==> src/rtl/barcode_decoder.sv <==
// Self-clocked barcode receiver: the start bit's low time sets the bit period, and each
// data bit is sampled one period after its falling edge. Accepts 8-bit IDs with ID[7:6]==0.
module barcode_decoder #(
  parameter int PER_W    = 22,
  parameter int TMO_MULT = 4
) (
  input  logic       clk,
  input  logic       rst_n,
  input  logic       BC,
  input  logic       clr_ID_vld,
  output logic [7:0] ID,
  output logic       ID_vld,
  output logic       busy
);

  typedef enum logic [2:0] {
    IDLE,
    START,
    WAIT_FALL,
    SAMPLE,
    DONE
  } state_t;

  state_t             state, nxt_state;
  logic               bc_ff1, bc_s, bc_prev;
  logic               fall, rise;
  logic [PER_W-1:0]   per_cnt, nxt_per_cnt;
  logic [PER_W-1:0]   period, nxt_period;
  logic [PER_W-1:0]   smp_cnt, nxt_smp_cnt;
  logic [PER_W+2:0]   tmo_cnt, nxt_tmo_cnt;
  logic [PER_W+2:0]   tmo_lim;
  logic [3:0]         bit_cnt, nxt_bit_cnt;
  logic [7:0]         shift, nxt_shift;
  logic [7:0]         nxt_id;
  logic               nxt_id_vld;

  // Sync chain presets high so reset release never looks like a start-bit fall.
  always_ff @(posedge clk or negedge rst_n) begin
    if (!rst_n) begin
      bc_ff1  <= 1'b1;
      bc_s    <= 1'b1;
      bc_prev <= 1'b1;
    end else begin
      bc_ff1  <= BC;
      bc_s    <= bc_ff1;
      bc_prev <= bc_s;
    end
  end

  assign fall    = bc_prev & ~bc_s;
  assign rise    = ~bc_prev & bc_s;
  assign tmo_lim = (PER_W+3)'(TMO_MULT) * {3'b000, period};

  always_ff @(posedge clk or negedge rst_n) begin
    if (!rst_n) begin
      state   <= IDLE;
      per_cnt <= '0;
      period  <= '0;
      smp_cnt <= '0;
      tmo_cnt <= '0;
      bit_cnt <= '0;
      shift   <= '0;
      ID      <= '0;
      ID_vld  <= 1'b0;
    end else begin
      state   <= nxt_state;
      per_cnt <= nxt_per_cnt;
      period  <= nxt_period;
      smp_cnt <= nxt_smp_cnt;
      tmo_cnt <= nxt_tmo_cnt;
      bit_cnt <= nxt_bit_cnt;
      shift   <= nxt_shift;
      ID      <= nxt_id;
      ID_vld  <= nxt_id_vld;
    end
  end

  always_comb begin
    nxt_state   = state;
    nxt_per_cnt = per_cnt;
    nxt_period  = period;
    nxt_smp_cnt = smp_cnt;
    nxt_tmo_cnt = tmo_cnt;
    nxt_bit_cnt = bit_cnt;
    nxt_shift   = shift;
    nxt_id      = ID;
    nxt_id_vld  = ID_vld;
    busy        = (state != IDLE);

    // Clear applied first so a set in DONE overrides it.
    if (clr_ID_vld)
      nxt_id_vld = 1'b0;

    case (state)
      IDLE: begin
        if (fall) begin
          nxt_state   = START;
          nxt_per_cnt = '0;
        end
      end
      START: begin
        if (rise) begin
          nxt_period  = per_cnt;
          nxt_bit_cnt = '0;
          nxt_tmo_cnt = '0;
          nxt_state   = WAIT_FALL;
        end else if (per_cnt == '1) begin
          nxt_state = IDLE;
        end else if (!bc_s) begin
          nxt_per_cnt = per_cnt + PER_W'(1);
        end
      end
      WAIT_FALL: begin
        if (fall) begin
          nxt_state   = SAMPLE;
          nxt_smp_cnt = '0;
          nxt_tmo_cnt = '0;
        end else if (tmo_cnt >= tmo_lim) begin
          nxt_state   = IDLE;
          nxt_tmo_cnt = '0;
        end else begin
          nxt_tmo_cnt = tmo_cnt + (PER_W+3)'(1);
        end
      end
      SAMPLE: begin
        if (smp_cnt == period) begin
          nxt_shift   = {shift[6:0], bc_s};
          nxt_bit_cnt = bit_cnt + 4'd1;
          if (bit_cnt == 4'd7) begin
            nxt_state = DONE;
          end else begin
            nxt_state   = WAIT_FALL;
            nxt_tmo_cnt = '0;
          end
        end else begin
          nxt_smp_cnt = smp_cnt + PER_W'(1);
        end
      end
      DONE: begin
        if (shift[7:6] == 2'b00) begin
          nxt_id     = shift;
          nxt_id_vld = 1'b1;
        end
        nxt_state = IDLE;
      end
      default: nxt_state = IDLE;
    endcase
  end

endmodule

==> config.mk <==
export PLATFORM = sky130hd
export DESIGN_NAME = barcode_decoder
export DESIGN_NICKNAME = d
export VERILOG_FILES = /design/src/rtl/barcode_decoder.sv
export SDC_FILE = /design/constraint.sdc
export NUM_CORES = 1
export LEC_CHECK = 0
export ABC_CLOCK_PERIOD_IN_PS = 3500
export CAP_MARGIN = 20
export CORE_MARGIN = 5
export CORE_UTILIZATION = 35
export DETAILED_ROUTE_END_ITERATION = 16
export PLACE_DENSITY = 0.47
export SYNTH_ARGS = -nofsm -noshare
export SYNTH_HDL_FRONTEND = slang
export SYNTH_SLANG_ARGS = --single-unit
==> constraint.sdc <==
create_clock -name clk -period 3.5 [get_ports clk]
set_clock_uncertainty 0.2 [all_clocks]
set_input_delay 0.525 -clock clk [delete_from_list [all_inputs] [get_ports clk]]
set_output_delay 0.525 -clock clk [all_outputs]
set_load 0.005 [all_outputs]
==> implementation parameters, run 1 <==
Parameter                              Value

Logic synthesis
  Synth async-reset ratio ... 1.00
  Number of enable flip-flop cells after synthesis ... 0
  Synthesized area per cell ... 9.81 sq um
  Multiplexer area fraction after synthesis ... 0.0712
  Area share of fa/ha/maj cells after synthesis ... 0.0516
  Xor/xnor cell area share of the yosys netlist ... 0.0454
  Simple logic cell fraction of the synthesized area ... 0.204
  Number of instances in the synthesized netlist ... 668
  Area share of the largest cell type after synthesis ... 0.439
  Cell type contributing the most total cell area after synthesis ... sky130_fd_sc_hd__dfrtp_1
  Portion of the post-synthesis area used by sequential elements ... 0.451
  Post-synth top flop ... sky130_fd_sc_hd__dfrtp_1
  Cell variety after synth ... 54
  Total standard cell area after synthesis ... 0.00655 sq mm
  Area fraction in compound gates after synthesis ... 0.138
  Main combinational cell family by area after synthesis ... simple AND/OR/NAND/NOR gates
  FF+latch count, synth ... 118
  Count of yosys warnings during synthesis ... 0
  Top cells by area, synth ... sky130_fd_sc_hd__dfrtp_1 (44%), sky130_fd_sc_hd__mux2_2 (6.4%), sky130_fd_sc_hd__ha_1 (5.2%)
  Synthesized netlist net count ... 699

Setup path
  Critical Path, Cell by Cell ... inv_1 -> ha_1 -> a21oi_1 -> o21ai_0 -> a211oi_1 -> o2111a_1 -> buf_4 -> nor3b_1 -> a211o_1
  WP depth ... 9
  Data arrival at the endpoint of the critical path ... 3.32 ns
  Setup slack of the most critical reg-to-reg path ... 0.34 ns
  Element type at the critical path end ... flop
  Cell count of the worst reg-to-reg path ... 9
  Worst reg2reg path startpoint ... period[8]
  RR Endpoint ... tmo_cnt[20]
  Data required time at the worst endpoint ... 3.66 ns
  Critical Path Max Stage Delay ... 0.70 ns
  Crit path from ... period[8]
  Critical path destination ... tmo_cnt[20]
  Cell class contributing the biggest share of worst-path delay ... compound AO/OA/AOI/OAI gates
  Buffering stage count on the worst path with inverters included ... 2
  Critical setup path kind ... reg2reg
  Worst-path maximum fanout ... 27
  Element type at the critical path start ... flop
  Worst-path cell with the longest stage delay ... sky130_fd_sc_hd__o2111a_1

Global routing
  GRT Total Usage ... 0.164
  Wire length of the first global-routing pass ... 28.0 mm
  Number of global-route vias before repair ... 5121
  Largest net degree at the start of global routing ... 94
  Antenna violations before repair ... 0
  Overall overflow remaining after global route ... 0

CTS
  Number of resized instances in the post-cts repair step ... 0
  Clock edge transition at the registers on the reported setup and hold paths ... 0.06 ns
  Master cell of the clock root buffer ... sky130_fd_sc_hd__clkbuf_16
  CTS H-Tree Depth ... 4
  Clock insertion delay at the later pin of the skew report ... 0.43 ns
  TritonCTS clock tree ... yes
  Clock Sink Count ... 118
  Maximum buffer depth of the clock tree ... 2
  CTS Buf Count ... 17
  Setup fix buffers added after clock tree synthesis ... 0

STA
  Setup repair after global routing missed its margin ... no
  Worst rel slew slack ... 0.531
  Final worst path period share ... 0.903
  Final Hold Fails ... 0
  Max Slew Vio Count ... 0
  Number of setup violations in the final report ... 0
  Max Freq ... 316 MHz
  Worst Tran Pin Value ... 0.704 ns
  Final Critical Period ... 3.16 ns
  Total negative setup slack ... 0 ns
  Worst Slack Setup Final ... 0.339 ns
  Hold WS ... 0.155 ns

Floorplan
  Standard cell core area ... 0.0186 sq mm
  Count of standard-cell rows ... 50
  Initial core utilization ... 0.353
  Die ar. ... 0.0216 sq mm
  Die Wd ... 147 um
  I/O pin cnt ... 14
  Chip height ... 147 um

Hold path
  Cells on Worst Hold Path ... 0
  Worst Hold Launch ... bc_ff1
  Type of the worst min-delay path ... reg2reg

Finish
  Area taken by multi-input logic gates ... 0.00334 sq mm
  Diodes inserted ... 0
  Nets ... 718
  Filler cell count in the final layout ... 1818
  Register cell area after layout ... 0.00296 sq mm
  Final non-filler cell total ... 934
  Top library cells by usage in the layout, fill and taps aside ... sky130_fd_sc_hd__dfrtp_1 (115), sky130_fd_sc_hd__nand2_1 (52), sky130_fd_sc_hd__nand3_1 (45)
  Area of all placed cells without fillers ... 0.00753 sq mm
  Fraction of final layout cells sized beyond drive strength 1 ... 0.131
  Area overhead of the layout relative to synthesis ... 15.0%
  Most common cell after layout, fill and taps aside ... sky130_fd_sc_hd__dfrtp_1

Placed design
  Instance area after placement ... 0.00694 sq mm
  Total instance count after detailed placement ... 901
  Setup Slack @ Placement ... 0.382 ns
  Count of input and output buffers ... 13
  Placed wire-length estimate after detailed placement ... 12.0 mm
  Placer congestion estimate ... 0.837

Pwr
  Pwr Density ... 542 mW/mm^2
  Worst ir drop on vdd ... 0.388 mV
  Leakage power of the design ... 3.47 nW

Drt
  Drt first-iter violations ... 411
  Routed vias/inst ... 5.51
  Drt pass-1 iters ... 5
  Routed length per placed instance ... 18.2 um
  Final Routed Wirelength ... 17.0 mm
  Number of remaining DRC errors ... 0
  Total number of vias ... 5147
  Post-route ant nets ... 0

Outcome
  Result of the run ... finished clean

Job
  Count of max-cap constraint violations ... 0
-- where the power goes --
group | leakage [nW] | switching (W) | internal (W)
registers | 1.63 | 0.000112 | 0.00144
clock network | 0.277 | 0.000734 | 0.00101
logic | 1.57 | 0.000509 | 0.000280
total | 3.47 | 0.00136 | 0.00273
-- how the worst min path moves through the flow --
stage / end / slack [ns]
floorplan: ID[0] / 0.03
global placement: bc_s / 0.15
detailed placement: bc_s / 0.15
CTS: bc_s / 0.16
global route: bc_s / 0.16
finish: bc_s / 0.16
-- metal layers --
layer | part of all wire | routed length [um] | track usage
met1 | 0.48 | 8160 | 0.221
met5 | 0 | 0 | 0
met4 | 0.014 | 237 | 0.0484
met2 | 0.48 | 8090 | 0.265
met3 | 0.028 | 476 | 0.0379
-- registers in the layout (all words and copies together) (netlist names) --
name / count
ID: 8
ID_vld: 1
bc_ff1: 1
bc_prev: 1
bc_s: 1
bit_cnt: 4
per_cnt: 22
period: 22
shift: 8
smp_cnt: 22
state: 3
tmo_cnt: 25
-- synth_stat cells, drive strengths merged (7+ instances only) --
cell type and count:
a211oi 8, a21oi 21, a221o 7, and3 20, clkbuf 18, dfrtp 115, ha 27, inv 36
mux2 37, nand2 52, nand2b 9, nand3 45, nand4 17, nor2 44, nor3 11, nor4 13
o211ai 10, o21ai 42, o31ai 14, or3 9, xor2 32
-- worst register-to-register path, cell delays in order, from the launching register on --
cell	delay, ns
sky130_fd_sc_hd__dfrtp_1	0.51
sky130_fd_sc_hd__inv_1	0.09
sky130_fd_sc_hd__ha_1	0.32
sky130_fd_sc_hd__a21oi_1	0.15
sky130_fd_sc_hd__o21ai_0	0.14
sky130_fd_sc_hd__a211oi_1	0.26
sky130_fd_sc_hd__o2111a_1	0.70
sky130_fd_sc_hd__buf_4	0.39
sky130_fd_sc_hd__nor3b_1	0.23
sky130_fd_sc_hd__a211o_1	0.12
-- cell type report --
cell class | count | area share
inverters | 36 | 0.0179
multi-input cells | 490 | 0.444
flip-flops and latches | 118 | 0.392
clock inverters | 15 | 0.0204
repair buffers | 24 | 0.0299
well taps | 234 | 0.0389
clock buffers | 17 | 0.0565
-- cell families (layout without fill, tap and decap cells) --
family                   after synthesis  after routing
AO/OA/AOI/OAI                        135            135
XOR/XNOR                              34             34
adder cells (fa/ha/maj)               27             27
buffers and inverters                 60             92
flip-flops                           118            118
multiplexers                          42             42
AND/OR/NAND/NOR                      252            252
-- timing repair --
action,4_1_cts,5_1_grt
setup endpoints to repair,0,0
hold buffers,1,0
hold endpoints to repair,25,0
-- stage by stage --
stage          power [W]  utilization
2_1_floorplan    0.00210            -
3_3_place_gp     0.00236        0.374
3_5_place_dp     0.00238        0.374
4_1_cts          0.00413        0.405
5_1_grt          0.00430        0.405
6_report         0.00408        0.405
No activity file was read; power rests on OpenSTA's default activity.
==> inputs of run 2 (changes only) <==
- CORE_MARGIN: 5 -> 1.5
- SLEW_MARGIN: default -> 20
==> implementation parameters, run 2 (synthesized netlist as in run 1, its figures left out) <==
Parameter                              Value

Floorplan
  Die Wd ... 140 um
  I/O pin cnt ... 14
  Chip height ... 140 um
  Count of standard-cell rows ... 49
  Die ar. ... 0.0196 sq mm
  Standard cell core area ... 0.0181 sq mm
  Initial core utilization ... 0.361

CTS
  Setup fix buffers added after clock tree synthesis ... 0
  TritonCTS clock tree ... yes
  CTS H-Tree Depth ... 4
  Maximum buffer depth of the clock tree ... 2
  Count of hold buffers inserted by post-cts repair ... 1
  Clock Sink Count ... 118
  Master cell of the clock root buffer ... sky130_fd_sc_hd__clkbuf_16
  CTS Buf Count ... 17
  Clock insertion delay at the later pin of the skew report ... 0.42 ns
  Clock edge transition at the registers on the reported setup and hold paths ... 0.06 ns
  Number of resized instances in the post-cts repair step ... 0

Pwr
  Pwr Density ... 545 mW/mm^2
  Worst ir drop on vdd ... 0.427 mV
  Leakage power of the design ... 3.48 nW

Placed design
  Placed wire-length estimate after detailed placement ... 11.9 mm
  Placer congestion estimate ... 0.808
  Total instance count after detailed placement ... 895
  Count of input and output buffers ... 13

Drt
  Routed length per placed instance ... 17.9 um
  Final Routed Wirelength ... 16.6 mm
  Number of remaining DRC errors ... 0
  Drt pass-1 iters ... 7
  Routed vias/inst ... 5.55
  Total number of vias ... 5158
  Post-route ant nets ... 0
  Drt first-iter violations ... 319

Finish
  Fraction of final layout cells sized beyond drive strength 1 ... 0.130
  Most common cell after layout, fill and taps aside ... sky130_fd_sc_hd__dfrtp_1
  Final non-filler cell total ... 929
  Largest register by flop count ... tmo_cnt
  Nets ... 717
  Top library cells by usage in the layout, fill and taps aside ... sky130_fd_sc_hd__dfrtp_1 (115), sky130_fd_sc_hd__nand2_1 (52), sky130_fd_sc_hd__nand3_1 (45)
  Number of flip-flops under the largest register name ... 25
  Filler cell count in the final layout ... 1783
  Area overhead of the layout relative to synthesis ... 15.2%

STA
  Max Freq ... 343 MHz
  Final Hold Fails ... 0
  Worst Tran Pin Value ... 0.798 ns
  Total negative setup slack ... 0 ns
  Final Critical Period ... 2.92 ns
  Max Slew Vio Count ... 0
  Setup repair after global routing missed its margin ... no
  Number of setup violations in the final report ... 0
  Final worst path period share ... 0.834
  Worst rel slew slack ... 0.465

Setup path
  Data arrival at the endpoint of the critical path ... 3.02 ns
  Setup slack of the most critical reg-to-reg path ... 0.58 ns
  Worst-path cell with the longest stage delay ... sky130_fd_sc_hd__or2_1
  Element type at the critical path end ... flop
  Critical Path Max Stage Delay ... 0.51 ns
  Worst-path maximum fanout ... 26
  Critical Path, Cell by Cell ... xor2_1 -> nor4_1 -> nand2_1 -> o21a_4 -> or2_1 -> a221o_1
  Data required time at the worst endpoint ... 3.60 ns
  Critical setup path kind ... reg2reg
  Element type at the critical path start ... flop

Global routing
  Number of global-route vias before repair ... 5165
  Wire length of the first global-routing pass ... 27.4 mm
  Antenna violations before repair ... 1
  Largest net degree at the start of global routing ... 81
  Overall overflow remaining after global route ... 0
  GRT Total Usage ... 0.180

Outcome
  Result of the run ... finished clean

Job
  Count of max-cap constraint violations ... 0

Hold path
  Type of the worst min-delay path ... reg2reg
[run 2: cell type report]
cell class / count / area (sq um) / area share
tap: 229 / 287 / 0.0380
sequential: 118 / 2960 / 0.392
antenna: 1 / 2.50 / 0.000332
inverter: 36 / 135 / 0.0179
multi-input combinational: 490 / 3340 / 0.443
timing repair buffer: 23 / 218 / 0.0289
clock inverter: 14 / 164 / 0.0217
clock buffer: 18 / 439 / 0.0582
[run 2: where the power goes]
group	leakage (nW)	internal, W	total, W	switching, W
Combinational	1.56	0.000261	0.000749	0.000488
Clock	0.293	0.00109	0.00180	0.000711
Sequential	1.63	0.00144	0.00156	0.000121
Total	3.48	0.00279	0.00411	0.00132
[run 2: worst max-delay path, delay by kind of cell, from the launching register on]
kind	cells	cell delay, ns
compound gates	2	0.85
simple gates	3	1.13
xor+xnor	1	0.18
flops	1	0.43
[run 2: path summary, 6_finish.rpt]
kind,to,startpoint,cells after the start
worst max-delay path,tmo_cnt[10],smp_cnt[6],6
worst min-delay path,bc_s,bc_ff1,0
worst max register to register,tmo_cnt[10],smp_cnt[6],6
worst min register to register,bc_s,bc_ff1,0
max in group asynchronous,bc_s,rst_n,3
min in group asynchronous,smp_cnt[4],rst_n,2
[run 2: metal layers]
metal,vias up,routed length (um),global-route usage
met5,-,0,0
met4,0,194,0.0548
met3,18,549,0.0382
met2,87,7870,0.290
met1,2549,8020,0.244
li1,2504,-,-
[run 2: per-stage QoR]
step | util | cell area, sq um | setup slack [ns] | hold slack, ns | total power [W]
after floorplan | - | 6550 | 0.968 | 0.0294 | 0.00210
after global routing | 0.416 | 7540 | 0.389 | 0.160 | 0.00431
after global placement | 0.382 | 6930 | 0.624 | 0.147 | 0.00233
final | 0.416 | 7550 | 0.582 | 0.156 | 0.00411
after CTS | 0.416 | 7540 | 0.538 | 0.157 | 0.00417
after detailed placement | 0.382 | 6930 | 0.538 | 0.147 | 0.00235
==> inputs of run 3 (changes only) <==
- ABC_CLOCK_PERIOD_IN_PS: 3500 -> 3000
- clock period: 3.5 -> 3 ns (I/O delays scaled with it)
==> implementation parameters, run 3 (synthesized netlist as in run 1, its figures left out) <==
Parameter                              Value

Floorplan
  Die Wd ... 140 um
  Chip height ... 140 um
  Standard cell core area ... 0.0181 sq mm
  Die ar. ... 0.0196 sq mm
  Count of standard-cell rows ... 49
  Initial core utilization ... 0.361
  I/O pin cnt ... 14

Setup path
  Setup slack of the most critical reg-to-reg path ... 0.22 ns
  Element type at the critical path end ... flop
  Data required time at the worst endpoint ... 3.11 ns
  Worst-path maximum fanout ... 3
  Critical setup path kind ... reg2reg
  Critical Path, Cell by Cell ... inv_1 -> ha_1 -> nand2_1 -> o21ai_0 -> o2111ai_1 -> o2111a_1 -> a2111oi_1 -> mux2_2
  Crit path from ... period[10]
  Worst-path cell with the longest stage delay ... sky130_fd_sc_hd__dfrtp_1
  Element type at the critical path start ... flop
  Worst reg2reg path startpoint ... period[10]
  Data arrival at the endpoint of the critical path ... 2.89 ns
  Critical Path Max Stage Delay ... 0.44 ns

Global routing
  Largest net degree at the start of global routing ... 45
  Number of global-route vias before repair ... 5091
  GRT Total Usage ... 0.191
  Wire length of the first global-routing pass ... 28.6 mm
  Antenna violations before repair ... 2
  Overall overflow remaining after global route ... 0

CTS
  Maximum buffer depth of the clock tree ... 2
  Master cell of the clock root buffer ... sky130_fd_sc_hd__clkbuf_16
  TritonCTS clock tree ... yes
  Clock edge transition at the registers on the reported setup and hold paths ... 0.06 ns
  Setup fix buffers added after clock tree synthesis ... 0
  Clock insertion delay at the later pin of the skew report ... 0.43 ns
  Clock Sink Count ... 118
  CTS H-Tree Depth ... 4
  CTS Buf Count ... 17

Finish
  Fraction of final layout cells sized beyond drive strength 1 ... 0.151
  Number of flip-flops under the largest register name ... 25
  Most common cell after layout, fill and taps aside ... sky130_fd_sc_hd__dfrtp_1
  Area of all placed cells without fillers ... 0.00768 sq mm
  Top library cells by usage in the layout, fill and taps aside ... sky130_fd_sc_hd__dfrtp_1 (115), sky130_fd_sc_hd__nand2_1 (52), sky130_fd_sc_hd__nand3_1 (45)
  Area overhead of the layout relative to synthesis ... 17.2%
  Fraction of the core area covered by cells at the end of the flow ... 0.423
  Largest register by flop count ... tmo_cnt
  Nets ... 734
  Filler cell count in the final layout ... 1771

Placed design
  Placer congestion estimate ... 0.841
  Count of input and output buffers ... 13
  Instance area after placement ... 0.00707 sq mm
  Placed wire-length estimate after detailed placement ... 12.8 mm

Pwr
  Final Power ... 0.00488 W
  Pwr Density ... 636 mW/mm^2
  Leakage power of the design ... 3.57 nW
  Worst ir drop on vdd ... 0.376 mV

STA
  Max Freq ... 359 MHz
  Final Critical Period ... 2.78 ns
  Final worst path period share ... 0.928
  Hold WS ... 0.156 ns
  Final Hold Fails ... 0
  Number of setup violations in the final report ... 0
  Worst rel slew slack ... 0.547
  Worst Tran Pin Value ... 0.673 ns
  Max Slew Vio Count ... 0
  Setup repair after global routing missed its margin ... no
  Total negative setup slack ... 0 ns

Job
  Count of max-cap constraint violations ... 0

Drt
  Final Routed Wirelength ... 17.9 mm
  Number of remaining DRC errors ... 0
  Drt pass-1 iters ... 5
  Routed length per placed instance ... 18.9 um
  Routed vias/inst ... 5.60
  Total number of vias ... 5293
  Drt first-iter violations ... 383
  Post-route ant nets ... 0

Outcome
  Result of the run ... finished clean

Hold path
  Type of the worst min-delay path ... reg2reg
  Worst Hold Launch ... bc_ff1
-- run 3: cell count changes in the layout (fill, tap and decap cells not counted), sizes merged --
cell and change:
clkinv -2, clkbuf -1, buf +17, clkinvlp -1, inv +6, bufinv -2
-- run 3: cell type report --
cell class	instances	area [sq um]	area share
Timing Repair Buffer	40	358	0.0466
Inverter	36	135	0.0176
Clock buffer	17	425	0.0554
Tap cell	229	287	0.0373
Multi-Input combinational cell	490	3350	0.436
Antenna cell	1	2.50	0.000326
Sequential cell	118	2960	0.385
Clock inverter	15	171	0.0223
-- run 3: where the power goes --
group | switching (W) | leakage [nW] | internal [W] | total [W]
registers | 0.000113 | 1.63 | 0.00168 | 0.00180
clock network | 0.000937 | 0.297 | 0.00113 | 0.00207
logic | 0.000641 | 1.65 | 0.000377 | 0.00102
total | 0.00169 | 3.57 | 0.00319 | 0.00488
-- run 3: worst paths after layout --
check                              end  depth (start not counted)
max                           state[1]                          8
min reg2reg                       bc_s                          0
max in group asynchronous         bc_s                          3
min in group asynchronous  smp_cnt[10]                          2
max reg2reg                   state[1]                          8
min                               bc_s                          0
-- run 3: what timing repair did --
item                                   CTS  global route
endpoints found under the hold margin   39             0
gates resized for setup                  0             1
hold buffers                             1             0
setup endpoints to repair                0             1
-- run 3: worst max-delay path: cells and delay by family (launching register included) --
family                   cells  cell delay [ns]
multiplexers                 1             0.39
buffers and inverters        1             0.08
AO/OA/AOI/OAI                4             1.19
adder cells (fa/ha/maj)      1             0.30
AND/OR/NAND/NOR              1             0.07
flip-flops                   1             0.44
-- run 3: metal layers --
layer | vias up | global-route usage | part of all wire
met5 | - | 0 | 0
met2 | 105 | 0.298 | 0.46
met4 | 0 | 0.0548 | 0.011
met1 | 2641 | 0.264 | 0.49
met3 | 20 | 0.0475 | 0.038
li1 | 2527 | - | -
-- run 3: per-stage QoR --
stage / std cells / setup slack [ns]
after floorplan: 668 / 0.468
after global placement: 912 / 0.185
after detailed placement: 912 / 0.224
after CTS: 945 / 0.196
after global routing: 945 / 0.00646
final: 946 / 0.217
